==> src/rtl/accel_job_sequencer.sv <==
// Job sequencer for the MNIST accelerator: copies one image block from source memory
// into the image buffer, pulses the accelerator reset, waits for completion, then argmaxes the scores.
module accel_job_sequencer #(
    parameter int NUM_WORDS   = 785,
    parameter int RST_CYCLES  = 4,
    parameter int TIMEOUT     = 1000000,
    parameter int NUM_CLASSES = 10
) (
    input  logic                      clk,
    input  logic                      reset,
    input  logic                      start,
    input  logic [31:0]               src_base,
    output logic                      busy,
    output logic                      done,
    output logic                      error,
    output logic [3:0]                class_idx,
    output logic [31:0]               max_score,
    output logic                      rd_req,
    output logic [31:0]               rd_addr,
    input  logic                      rd_ack,
    input  logic [31:0]               rd_data,
    output logic                      img_we,
    output logic [9:0]                img_idx,
    output logic [31:0]               img_wdata,
    output logic                      accel_reset,
    input  logic                      accel_ready,
    input  logic [32*NUM_CLASSES-1:0] accel_results
);

    typedef enum logic [2:0] {IDLE, FETCH, WRITE, ARST, RUN, ARGMAX, FIN} state_t;

    localparam logic [9:0]  LAST_WORD  = 10'(NUM_WORDS - 1);
    localparam logic [31:0] LAST_RST   = 32'(RST_CYCLES - 1);
    localparam logic [31:0] LAST_RUN   = 32'(TIMEOUT - 1);
    localparam logic [3:0]  LAST_CLASS = 4'(NUM_CLASSES - 1);

    state_t      state_q, state_d;
    logic [31:0] base_q, base_d;
    logic [9:0]  n_q, n_d;
    logic [31:0] word_q, word_d;
    logic [31:0] cnt_q, cnt_d;
    logic        low_seen_q, low_seen_d;
    logic [3:0]  arg_k_q, arg_k_d;
    logic [3:0]  best_idx_q, best_idx_d;
    logic [31:0] best_q, best_d;
    logic        busy_q, busy_d;
    logic        done_q, done_d;
    logic        error_q, error_d;
    logic [3:0]  class_idx_q, class_idx_d;
    logic [31:0] max_score_q, max_score_d;
    logic        accel_reset_q, accel_reset_d;

    logic [31:0] cand;
    logic        cand_wins;
    logic [3:0]  win_idx;
    logic [31:0] win_score;

    always_comb begin
        state_d       = state_q;
        base_d        = base_q;
        n_d           = n_q;
        word_d        = word_q;
        cnt_d         = cnt_q;
        low_seen_d    = low_seen_q;
        arg_k_d       = arg_k_q;
        best_idx_d    = best_idx_q;
        best_d        = best_q;
        busy_d        = busy_q;
        done_d        = done_q;
        error_d       = error_q;
        class_idx_d   = class_idx_q;
        max_score_d   = max_score_q;
        accel_reset_d = accel_reset_q;

        cand = '0;
        for (int i = 0; i < NUM_CLASSES; i++) begin
            if (arg_k_q == 4'(i)) cand = accel_results[32*i +: 32];
        end
        // Strictly-greater keeps the lowest index on ties; class 0 always seeds the max.
        cand_wins = (arg_k_q == 4'd0) || ($signed(cand) > $signed(best_q));
        win_idx   = cand_wins ? arg_k_q : best_idx_q;
        win_score = cand_wins ? cand : best_q;

        case (state_q)
            IDLE: begin
                if (start) begin
                    base_d  = src_base;
                    n_d     = '0;
                    done_d  = 1'b0;
                    error_d = 1'b0;
                    busy_d  = 1'b1;
                    state_d = FETCH;
                end
            end
            // rd_req is held with a stable rd_addr until rd_ack; rd_data is valid in the ack cycle.
            FETCH: begin
                if (rd_ack) begin
                    word_d  = rd_data;
                    state_d = WRITE;
                end
            end
            WRITE: begin
                if (n_q == LAST_WORD) begin
                    cnt_d         = '0;
                    accel_reset_d = 1'b1;
                    state_d       = ARST;
                end else begin
                    n_d     = n_q + 10'd1;
                    state_d = FETCH;
                end
            end
            ARST: begin
                if (cnt_q == LAST_RST) begin
                    cnt_d         = '0;
                    low_seen_d    = 1'b0;
                    accel_reset_d = 1'b0;
                    state_d       = RUN;
                end else begin
                    cnt_d = cnt_q + 32'd1;
                end
            end
            RUN: begin
                // A ready that was already high when RUN began is stale until seen low once.
                if (low_seen_q && accel_ready) begin
                    arg_k_d = '0;
                    state_d = ARGMAX;
                end else if (cnt_q == LAST_RUN) begin
                    error_d     = 1'b1;
                    class_idx_d = 4'hF;
                    max_score_d = '0;
                    busy_d      = 1'b0;
                    done_d      = 1'b1;
                    state_d     = FIN;
                end else begin
                    cnt_d = cnt_q + 32'd1;
                    if (!accel_ready) low_seen_d = 1'b1;
                end
            end
            ARGMAX: begin
                best_idx_d = win_idx;
                best_d     = win_score;
                if (arg_k_q == LAST_CLASS) begin
                    class_idx_d = win_idx;
                    max_score_d = win_score;
                    busy_d      = 1'b0;
                    done_d      = 1'b1;
                    state_d     = FIN;
                end else begin
                    arg_k_d = arg_k_q + 4'd1;
                end
            end
            FIN: begin
                state_d = IDLE;
            end
            default: begin
                state_d = IDLE;
            end
        endcase
    end

    always_ff @(posedge clk) begin
        if (reset) begin
            state_q       <= IDLE;
            base_q        <= '0;
            n_q           <= '0;
            word_q        <= '0;
            cnt_q         <= '0;
            low_seen_q    <= 1'b0;
            arg_k_q       <= '0;
            best_idx_q    <= '0;
            best_q        <= '0;
            busy_q        <= 1'b0;
            done_q        <= 1'b0;
            error_q       <= 1'b0;
            class_idx_q   <= '0;
            max_score_q   <= '0;
            accel_reset_q <= 1'b1;
        end else begin
            state_q       <= state_d;
            base_q        <= base_d;
            n_q           <= n_d;
            word_q        <= word_d;
            cnt_q         <= cnt_d;
            low_seen_q    <= low_seen_d;
            arg_k_q       <= arg_k_d;
            best_idx_q    <= best_idx_d;
            best_q        <= best_d;
            busy_q        <= busy_d;
            done_q        <= done_d;
            error_q       <= error_d;
            class_idx_q   <= class_idx_d;
            max_score_q   <= max_score_d;
            accel_reset_q <= accel_reset_d;
        end
    end

    assign rd_req      = (state_q == FETCH);
    assign rd_addr     = rd_req ? (base_q + {20'd0, n_q, 2'b00}) : 32'd0;
    assign img_we      = (state_q == WRITE);
    assign img_idx     = n_q;
    assign img_wdata   = word_q;
    assign busy        = busy_q;
    assign done        = done_q;
    assign error       = error_q;
    assign class_idx   = class_idx_q;
    assign max_score   = max_score_q;
    assign accel_reset = accel_reset_q;

endmodule

==> config.mk <==
export PLATFORM = sky130hd
export DESIGN_NAME = accel_job_sequencer
export DESIGN_NICKNAME = d
export VERILOG_FILES = /design/src/rtl/accel_job_sequencer.sv
export SDC_FILE = /design/constraint.sdc
export NUM_CORES = 1
export LEC_CHECK = 0
export BUFFER_PORTS_ARGS = -buffer_cell sky130_fd_sc_hd__buf_4
export CORE_AREA = 2 2 196 198
export DETAILED_ROUTE_END_ITERATION = 12
export DIE_AREA = 0 0 198 200
export HOLD_SLACK_MARGIN = 0.03
export MAX_ROUTING_LAYER = met4
export PLACE_DENSITY = 0.56
export SYNTH_ARGS = -nofsm -noshare
export SYNTH_HDL_FRONTEND = slang
export SYNTH_SLANG_ARGS = --single-unit
==> constraint.sdc <==
create_clock -name clk -period 5.2 [get_ports clk]
set_input_delay 1.04 -clock clk [delete_from_list [all_inputs] [get_ports clk]]
set_output_delay 1.04 -clock clk [all_outputs]
set_load 0.01 [all_outputs]
* Word level (Yosys, flattened, before mapping)
Index checks and enable logic that the tools add are counted.
** Word-level totals
- Output and inout port bits :: 116
- Memories :: 0
- Logic and storage cells :: 130
- Register bits after elaboration :: 190
- Bits of input ports :: 389
- ROM bits :: 0
- Bits in latches :: 0
- Bits in writable memories :: 0
** Operators by class
- Eq/ne operators :: 30
- $lt $le $gt $ge :: 1
- Add/sub/neg operators :: 4
- $mul :: 0
- Reductions and logical operators :: 22
- Bitwise gates (word level) :: 0
- Shift-type cells :: 0
- Muxes and demuxes :: 58
- Divide/modulo/power cells :: 0
** Operators by type and width (count)
- 32-bit two-way mux :: 19
- 32-bit one-hot mux with 3 select lines :: 1
- 32-bit one-hot mux with 2 select lines :: 1
- 32-bit by 1-bit adder with 32-bit output, second input constant :: 1
- 32-bit by 12-bit adder with 32-bit output :: 1
- 32-bit by 2-bit equality test with 1-bit output, second input constant :: 1
- 32-bit by 20-bit equality test with 1-bit output, second input constant :: 1
- 32-bit greater-than comparator :: 1
- 4-bit two-way mux :: 6
- 10-bit two-way mux :: 2
- 2-bit inequality test, second input constant :: 10
- 10-bit one-hot mux with 2 select lines :: 1
- 3-bit two-way mux :: 6
- 3-bit one-hot mux with 6 select lines :: 1
- 4-bit by 3-bit equality test with 1-bit output, second input constant :: 4
- 4-bit one-hot mux with 2 select lines :: 2
- 5-bit AND reduction :: 3
- 1-bit two-way mux :: 13
- 4-bit AND reduction :: 3
- 10-bit by 1-bit adder with 10-bit output, second input constant :: 1
- 10-bit equality test, second input constant :: 1
- 2-bit nonzero test :: 5
- 3-bit AND reduction :: 3
- 4-bit by 2-bit equality test with 1-bit output, second input constant :: 2
- 17 further kinds :: 26

* Logic depth before layout (Yosys ltp)
Gate-level depths: netlist (run 1).
- Depth after elaboration :: 16
- Mapped depth :: 21
- Gate-level depth less buffers :: 15

* Least setup slack after synthesis (run 1)
Ideal clock, no wire load.
- Path type :: flip-flop to flip-flop
- From :: register arg_k_q[1]
- To :: register max_score_q[1] (netlist: max_score[1])
- Slack :: 808 ps
- Setup time :: 117 ps
- Period minus slack after synthesis :: 4392 ps
- Data required time :: 5083 ps
- Buffers on the path :: 6
- Arrival time :: 4275 ps
- Stages on the path, launching flop included :: 22
- Cell sequence :: dfxtp_1 inv_1 ha_1 clkbuf_1 nor4b_1 buf_2 buf_2 a221oi_1 nor2_1 o221ai_1 a31oi_1 ha_1 buf_2 nand4_1 nor3_1 nand3_1 and2_1 a22oi_1 buf_2 buf_2 nand3_1 a32o_1
** Between the ends
- Word-level cells in the longest chain between the ends :: 16
- Elaborated cells between the ends (all ways) :: 27
- Those cells by class :: order compare: 1; eq/ne: 10; mux: 13; reduce/logical: 3
** Ends and longest elaborated chain
- start, declared :: RTL line 43 : logic [3:0] arg_k_q, arg_k_d;
- start signal, assigned :: RTL line 185 : arg_k_q <= arg_k_d;
- 4-bit zero test :: RTL line 77, 80
- 32-bit two-way mux (10 in a row) :: RTL line 77 : if (arg_k_q == 4'(i)) cand = accel_results[32*i +: 32];
- 32-bit greater-than comparator :: RTL line 80 : cand_wins = (arg_k_q == 4'd0) || ($signed(cand) > $signed(best_q));
- 1-bit logical OR :: RTL line 80
- 32-bit two-way mux :: RTL line 82 : win_score = cand_wins ? cand : best_q;
- 32-bit two-way mux :: RTL line 142 : if (arg_k_q == LAST_CLASS) begin
- 32-bit one-hot mux with 2 select lines :: RTL line 84 : case (state_q)
- end signal, assigned :: RTL line 192 : max_score_q <= max_score_d;
- end, declared :: RTL line 50 : logic [31:0] max_score_q, max_score_d;
Parallel ways exist; a longest one is shown, timed or not. The select of a mux whose other input is x is not followed.
A chain may end at the register's enable or synchronous reset.

* Final worst setup path (run 1)
- From :: register arg_k_q[1]
- To :: register best_q[15]
** Between the ends
- Word-level cells in the longest chain between the ends :: 14
- Elaborated cells between the ends (all ways) :: 23
- Those cells by class :: order compare: 1; eq/ne: 9; mux: 11; reduce/logical: 2
** Ends and longest elaborated chain
- 4-bit zero test :: RTL line 77, 80
- 32-bit two-way mux (10 in a row) :: RTL line 77
- 32-bit greater-than comparator :: RTL line 80
- 1-bit logical OR :: RTL line 80
- 32-bit two-way mux * :: RTL line 82
- end signal, assigned :: RTL line 187 : best_q <= best_d;
- end, declared :: RTL line 45 : logic [31:0] best_q, best_d;
Mark *: on every way between the ends. The rest lies on a longest branch, timed or not.

==> impl_metrics.tcl, run 1 <==
set metrics [dict create \
    synth_top_area_share_pct 31.6 \
    wl_met1_um 26300 \
    core_area_sq_um 37400 \
    syn_inst 1590 \
    setup_viol 0 \
    io_buffers 504 \
    powerDensity_nw_per_um2 230 \
    dr_total_vias 14400 \
    peakVddDrop_uv 249 \
    met2_length_um 28200 \
    synth_ff_type "dfxtp_1" \
    cts_tree "done" \
    synth_edf_count 0 \
    syn-num-nets 2029 \
    routedWlPerCell_um 22.8 \
    nets 2484 \
    dieArea_sq_um 39600 \
    cts.htree.levels 4 \
    antenna_left 0 \
    gp_congestion 0.991 \
    num_antenna_cells 0 \
    cts.path.max_buffers 2 \
    worstPathCellList "inv_1 -> ha_2 -> buf_4 -> nor3b_4 -> buf_4 -> a221oi_1 -> or3_1 -> a31oi_1 -> a221o_1 -> ha_1 -> a21oi_1 -> o21ai_0 -> a211o_1 -> a22oi_1 -> buf_4 -> a21oi_2 -> buf_4 -> o31ai_1" \
    fillers 3825 \
    routed_via_density 5.60 \
    dr.max_layer_used "met4" \
    worst_ep_arrival_time_ns 5.31 \
    path_class "reg2reg" \
    overflow 0 \
    area_growth_pct 43.1 \
    rows 71 \
    report.power.total_mw 3.96 \
    drt-pass1-iter-count 6 \
    cp_max_fo 20 \
    clock_latency_ns 0.44 \
    hold_ws_ns 0.456 \
    routed-wl-met3_um 3250 \
    die_w_um 198 \
    cp_slowest_cell "a211o_1" \
    hold_viol 0 \
    io-pin-count 505 \
    numCtsBuffers 17 \
    yosys-top-cells-area "dfxtp_1 32%, nand2_1 8.3%, a21oi_1 6.6%" \
    ys_seq_elements 190 \
    drc 0 \
    worst_setup_path_end_kind "flop" \
    seq_area_sq_um 3800 \
    hp-start "img_wdata[28]$_SDFFE_PP0P_" \
    crit_start "arg_k_q[1]$_SDFFE_PP0P_" \
    cts-root-buf "clkbuf_16" \
    avgSynthCellArea_sq_um 7.57 \
    syn-cell-area_sq_um 12000 \
    maxSlewHeadroom_pct 25.4 \
    layout_min_cycle_time_ns 4.97 \
    drv_cap 0 \
    clock-sinks 190 \
    yosysUniqueCellTypes 71 \
    start_kind "flop" \
    rsz0062_at_grt "false" \
    p_leak_nw 7.00 \
    yosysWarnings 0 \
    synth_top_area_cell "dfxtp_1" \
    hp-class "reg2reg" \
    fp.dieH_um 200 \
    slowest_delay_ns 0.47 \
    cts_hold_buf 0 \
    track_usage_pct 29.2 \
    async_flop_share_pct 0 \
    initial_core_util_pct 32.2 \
    first_global_vias 13600 \
    drtIter0Drc 1388 \
    multiInputGateArea_sq_um 7670 \
    worstMarginPinSlew_ns 1.12 \
    slew_violations 0 \
    worst_clock_skew_ns 0.0201 \
    max_freq_mhz 201 \
    clkTransAtPathRegs_ns 0.08 \
    grt_max_degree 85 \
    ys_seq_area_share_pct 31.6 \
    drive_gt1_share_pct 31.0 \
    finalCritPeriodShare_pct 95.6 \
    wl_um 58700 \
    hpwl_um 47200 \
    required_ns 5.54 \
    outcome "complete, no violations" \
    crit_path_frequent_cell "buf_4" \
    antenna_found_initial 0 \
    r2r-start "arg_k_q[1]$_SDFFE_PP0P_" \
    final.setup.tns_ns 0 \
    grt_pass1_wl_um 85300 \
]
[repair_timing]
action	CTS	global route
endpoints found under the setup margin	0	72
buffers inserted	0	0
hold endpoints to repair	0	0
gates resized for setup	0	25
[cells in the mapped netlist (all sizes together) (33+ instances only)]
library cell  count
ha               49
a21oi           160
o31ai            35
nor2             78
clkbuf           93
a22oi            41
nand2           266
inv              52
dfxtp           190
o21ai            81
buf              38
a221oi           33
[sequential cells by signal, indices dropped and copies added (netlist names)]
name         cells
accel_reset      1
arg_k_q          4
base_q          32
best_idx_q       4
best_q          32
busy             1
class_idx        4
cnt_q           32
done             1
error            1
img_idx         10
img_wdata       32
low_seen_q       1
max_score       32
state_q          3
[final timing paths]
path,endpoint,slack (ns),depth (start not counted)
hold / removal,img_wdata[28]$_SDFFE_PP0P_,0.46,2
hold reg to reg,img_wdata[28]$_SDFFE_PP0P_,0.46,2
setup / recovery,best_q[15]$_SDFFE_PP0P_,0.23,18
setup reg to reg,best_q[15]$_SDFFE_PP0P_,0.23,18
[layout make-up]
| class | instances | area share, % |
|---|---|---|
| Multi-Input combinational cell | 1217 | 44.6 |
| Timing Repair Buffer | 567 | 24.9 |
| Sequential cell | 190 | 22.1 |
| Tap cell | 511 | 3.72 |
| Clock buffer | 17 | 2.47 |
| Inverter | 52 | 1.13 |
| Clock inverter | 15 | 1.06 |
[critical path, delay by kind of cell, from the launching register on]
family / cells / cell delay [ns]
compound gates: 9 / 2.07
buf+inv: 5 / 1.14
simple gates: 2 / 0.67
fa+ha+maj: 2 / 0.60
flops: 1 / 0.36
[through the flow]
stage | utilization [%] | worst slack [ns] | area [sq um] | std cells
final | 46.0 | 0.231 | 17200 | 2569
after detailed placement | 44.1 | 0.131 | 16500 | 2537
after floorplan | - | 0.808 | 12000 | 1590
after global placement | 44.1 | 0.257 | 16500 | 2537
after CTS | 45.7 | 0.107 | 17100 | 2569
after global routing | 46.0 | 0.00979 | 17200 | 2569
[layer usage]
| metal | global-route usage (%) | up-vias |
|---|---|---|
| li1 | - | 6884 |
| met3 | 3.24 | 40 |
| met1 | 38.9 | 6918 |
| met2 | 47.8 | 554 |
| met4 | 6.29 | 0 |
| met5 | - | - |
[report_power, final]
group | leakage (nW) | total, mW | switching, mW | internal [mW]
Combinational | 5.17 | 1.02 | 0.567 | 0.453
Clock | 0.297 | 1.35 | 0.690 | 0.657
Sequential | 1.54 | 1.60 | 0.0629 | 1.53
Total | 7.00 | 3.96 | 1.32 | 2.64
[kinds of logic (layout without fill, tap and decap cells)]
kind of cell / count (synthesis) / count (layout) / synth area share (%)
DFF: 190 / 190 / 31.6
buffers and inverters: 183 / 651 / 6.10
AOI/OAI and AO/OA: 588 / 588 / 33.0
and+or+nand+nor: 533 / 533 / 20.6
xor gates and xnor gates: 37 / 37 / 2.69
adders and majority gates: 50 / 50 / 5.26
muxes: 9 / 9 / 0.759
[cell usage in the layout (no fill, tap or decap), drive strengths merged, types with 14 or more instances in the layout]
| master | n |
|---|---|
| dfxtp | 190 |
| a221oi | 33 |
| o31ai | 35 |
| inv | 59 |
| xnor2 | 31 |
| clkbuf | 17 |
| nor4 | 16 |
| o2111ai | 24 |
| a22oi | 41 |
| nand4 | 15 |
| o211ai | 28 |
| a222oi | 14 |
| or3 | 22 |
| nor3 | 28 |
| ha | 49 |
| buf | 567 |
| a31oi | 27 |
| o311ai | 25 |
| nor2 | 78 |
| o22ai | 32 |
| and3 | 17 |
| o21ai | 81 |
| nand2 | 266 |
| a21oi | 160 |
| nand3 | 32 |
| a211oi | 20 |
No activity file was read; power rests on OpenSTA's default activity.
==> run 2, diff against run 1 <==
- GPL_TIMING_DRIVEN: default -> 0
==> run 2 against run 1 <==
Against the previous run:
- first-iteration DRC count decreased by 19%
- cell count increased by 2.8%
- flip-flop and latch count unchanged
- non-clock buffer count increased by 71
- sequential share of layout area fell by 0.18 points
- die area unchanged
- largest cell class unchanged
- largest power group unchanged
==> impl_metrics.tcl, run 2 (same netlist as run 1, synthesis figures left out) <==
set metrics [dict create \
    hold_depth 2 \
    worst_setup_path_end_kind "flop" \
    grt_max_degree 19 \
    cts.path.max_buffers 2 \
    crit_start "arg_k_q[3]$_SDFFE_PP0P_" \
    nets 2555 \
    antenna_left 0 \
    drc 0 \
    cp_slowest_cell "o41ai_2" \
    p_int_mw 2.62 \
    fin_cells 2640 \
    clkTransAtPathRegs_ns 0.08 \
    drive_gt1_share_pct 31.0 \
    report.power.total_mw 3.96 \
    cts-root-buf "clkbuf_16" \
    drtIter0Drc 1127 \
    hp-class "reg2reg" \
    clock-sinks 190 \
    reg2reg_to "best_q[12]$_SDFFE_PP0P_" \
    dieArea_sq_um 39600 \
    overflow 0 \
    setup_viol 0 \
    start_kind "flop" \
    p_sw_mw 1.33 \
    cp_max_fo 10 \
    dr_total_vias 14700 \
    worst_ep_arrival_time_ns 5.38 \
    sw_frac_of_total_pct 33.7 \
    slowest_delay_ns 0.90 \
    slew_violations 0 \
    finalCritPeriodShare_pct 97.3 \
    p_leak_nw 7.05 \
    outcome "complete, no violations" \
    first_global_vias 14000 \
    maxSlewHeadroom_pct 12.1 \
    layout_min_cycle_time_ns 5.06 \
    track_usage_pct 31.5 \
    dp_cells 2606 \
    worstSetupEndpoint "best_q[12]$_SDFFE_PP0P_" \
    die_w_um 198 \
    peakVddDrop_uv 234 \
    routedWlPerCell_um 23.5 \
    worst_clock_skew_ns 0.0109 \
    final_cell_mix "511 x buf_4, 264 x nand2_1, 188 x dfxtp_1, 149 x a21oi_1, 78 x o21ai_0" \
    num_antenna_cells 0 \
    crit_path_frequent_cell "buf_2" \
    crit_buf_inv 3 \
    final_common_cell "buf_4" \
    place_area_sq_um 16500 \
    cts_hold_buf 0 \
    rows 71 \
    antenna_found_initial 0 \
    hold_viol 0 \
    final.setup.tns_ns 0 \
    path_class "reg2reg" \
    reg2regPathDepth 15 \
    initial_core_util_pct 32.2 \
    rrSetupSlack_ns 0.14 \
    hpwl_um 51100 \
    max_freq_mhz 198 \
    worstMarginPinSlew_ns 1.30 \
    grt_pass1_wl_um 90400 \
    drv_cap 0 \
    clock_latency_ns 0.46 \
    cts.htree.levels 4 \
    area_growth_pct 44.3 \
    worst-path-stages 15 \
    combPwrFrac_pct 26.7 \
    routed_via_density 5.58 \
    wl_um 61900 \
    powerDensity_nw_per_um2 228 \
    power.share.clock_pct 33.2 \
    r2r-start "arg_k_q[3]$_SDFFE_PP0P_" \
    pwr-share-seq_pct 40.1 \
    worstPathCellList "clkbuf_2 -> buf_2 -> and3b_1 -> nor2_2 -> o221ai_1 -> o41ai_2 -> ha_1 -> nor2b_1 -> o211ai_1 -> a211o_1 -> a31oi_2 -> a2bb2oi_2 -> a21oi_4 -> buf_2 -> o31ai_1" \
    numCtsBuffers 17 \
    stdcell_area_sq_um 17400 \
    cts_tree "done" \
    required_ns 5.52 \
    io-pin-count 505 \
    cp_top_family "compound AO/OA/AOI/OAI gates" \
    utilization_pct 46.4 \
    fp.dieH_um 200 \
    gp_congestion 0.978 \
    io_buffers 504 \
    fillers 3837 \
    drt-pass1-iter-count 6 \
    core_area_sq_um 37400 \
]
==> run 2: changes by cell type in the layout (fill, tap and decap cells not counted), moves of 4 or more <==
| cell | change |
|---|---|
| buf_1 | +6 |
| buf_2 | +29 |
| clkbuf_2 | +28 |
| a31oi_1 | -4 |
| buf_4 | -52 |
| clkbuf_4 | +6 |
| a21oi_2 | +4 |
| clkbuf_1 | +57 |
| a21oi_1 | -5 |
| a31oi_2 | +4 |
==> run 2: cell type report <==
cell class	instances	area, sq um	area share, %
buffer	129	601	3.46
clock buffer	18	429	2.47
tap	511	639	3.68
inverter	52	195	1.12
timing repair buffer	509	3820	22.0
multi-input combinational	1217	7730	44.5
clock inverter	14	134	0.771
sequential	190	3810	21.9
==> run 2: worst min path at each step <==
stage,from,endpoint,slack [ns]
floorplan,base_q[0]$_SDFFE_PP0P_,base_q[0]$_SDFFE_PP0P_,0.43
global placement,base_q[0]$_SDFFE_PP0P_,base_q[0]$_SDFFE_PP0P_,0.44
detailed placement,max_score[20]$_SDFFE_PP0P_,max_score[20]$_SDFFE_PP0P_,0.45
CTS,base_q[0]$_SDFFE_PP0P_,base_q[0]$_SDFFE_PP0P_,0.46
global route,img_wdata[6]$_SDFFE_PP0P_,img_wdata[6]$_SDFFE_PP0P_,0.48
finish,img_wdata[18]$_SDFFE_PP0P_,img_wdata[18]$_SDFFE_PP0P_,0.46
==> run 2: metrics by stage <==
stage                     hold WS, ns  setup slack [ns]
after floorplan                 0.432             0.808
after global placement          0.443             -1.22
after detailed placement        0.447             -1.11
after CTS                       0.460            0.0132
after global routing            0.476          -0.00488
final                           0.458             0.142
==> run 2: power groups by stage <==
stage               clock network [mW]  logic (mW)  registers [mW]
finish                            1.31        1.06            1.59
global route                      1.40        1.15            1.60
CTS                               1.33        1.05            1.59
detailed placement                   0        1.03            1.62
global placement                     0        1.02            1.62
floorplan                            0       0.476            1.62
==> run 2: worst reg2reg max path, cell delays in order, from the launching register on <==
cell	delay (ns)
dfxtp_1	0.37
clkbuf_2	0.24
buf_2	0.24
and3b_1	0.25
nor2_2	0.49
o221ai_1	0.29
o41ai_2	0.90
ha_1	0.27
nor2b_1	0.13
o211ai_1	0.10
a211o_1	0.28
a31oi_2	0.35
a2bb2oi_2	0.16
a21oi_4	0.41
buf_2	0.34
o31ai_1	0.11
==> run 2: metal layers <==
metal / track usage [%] / up-vias / share of wire (%)
met5: - / - / 0
li1: - / 7027 / -
met1: 41.9 / 7135 / 45
met4: 5.51 / 0 / 1.3
met2: 51.9 / 529 / 48
met3: 3.86 / 42 / 5.3
==> run 2: repair_timing <==
action | 4_1_cts | 5_1_grt
resized for setup | 62 | 55
buffers inserted | 1 | 3
endpoints found under the setup margin | 72 | 70
pin swaps | 2 | 3
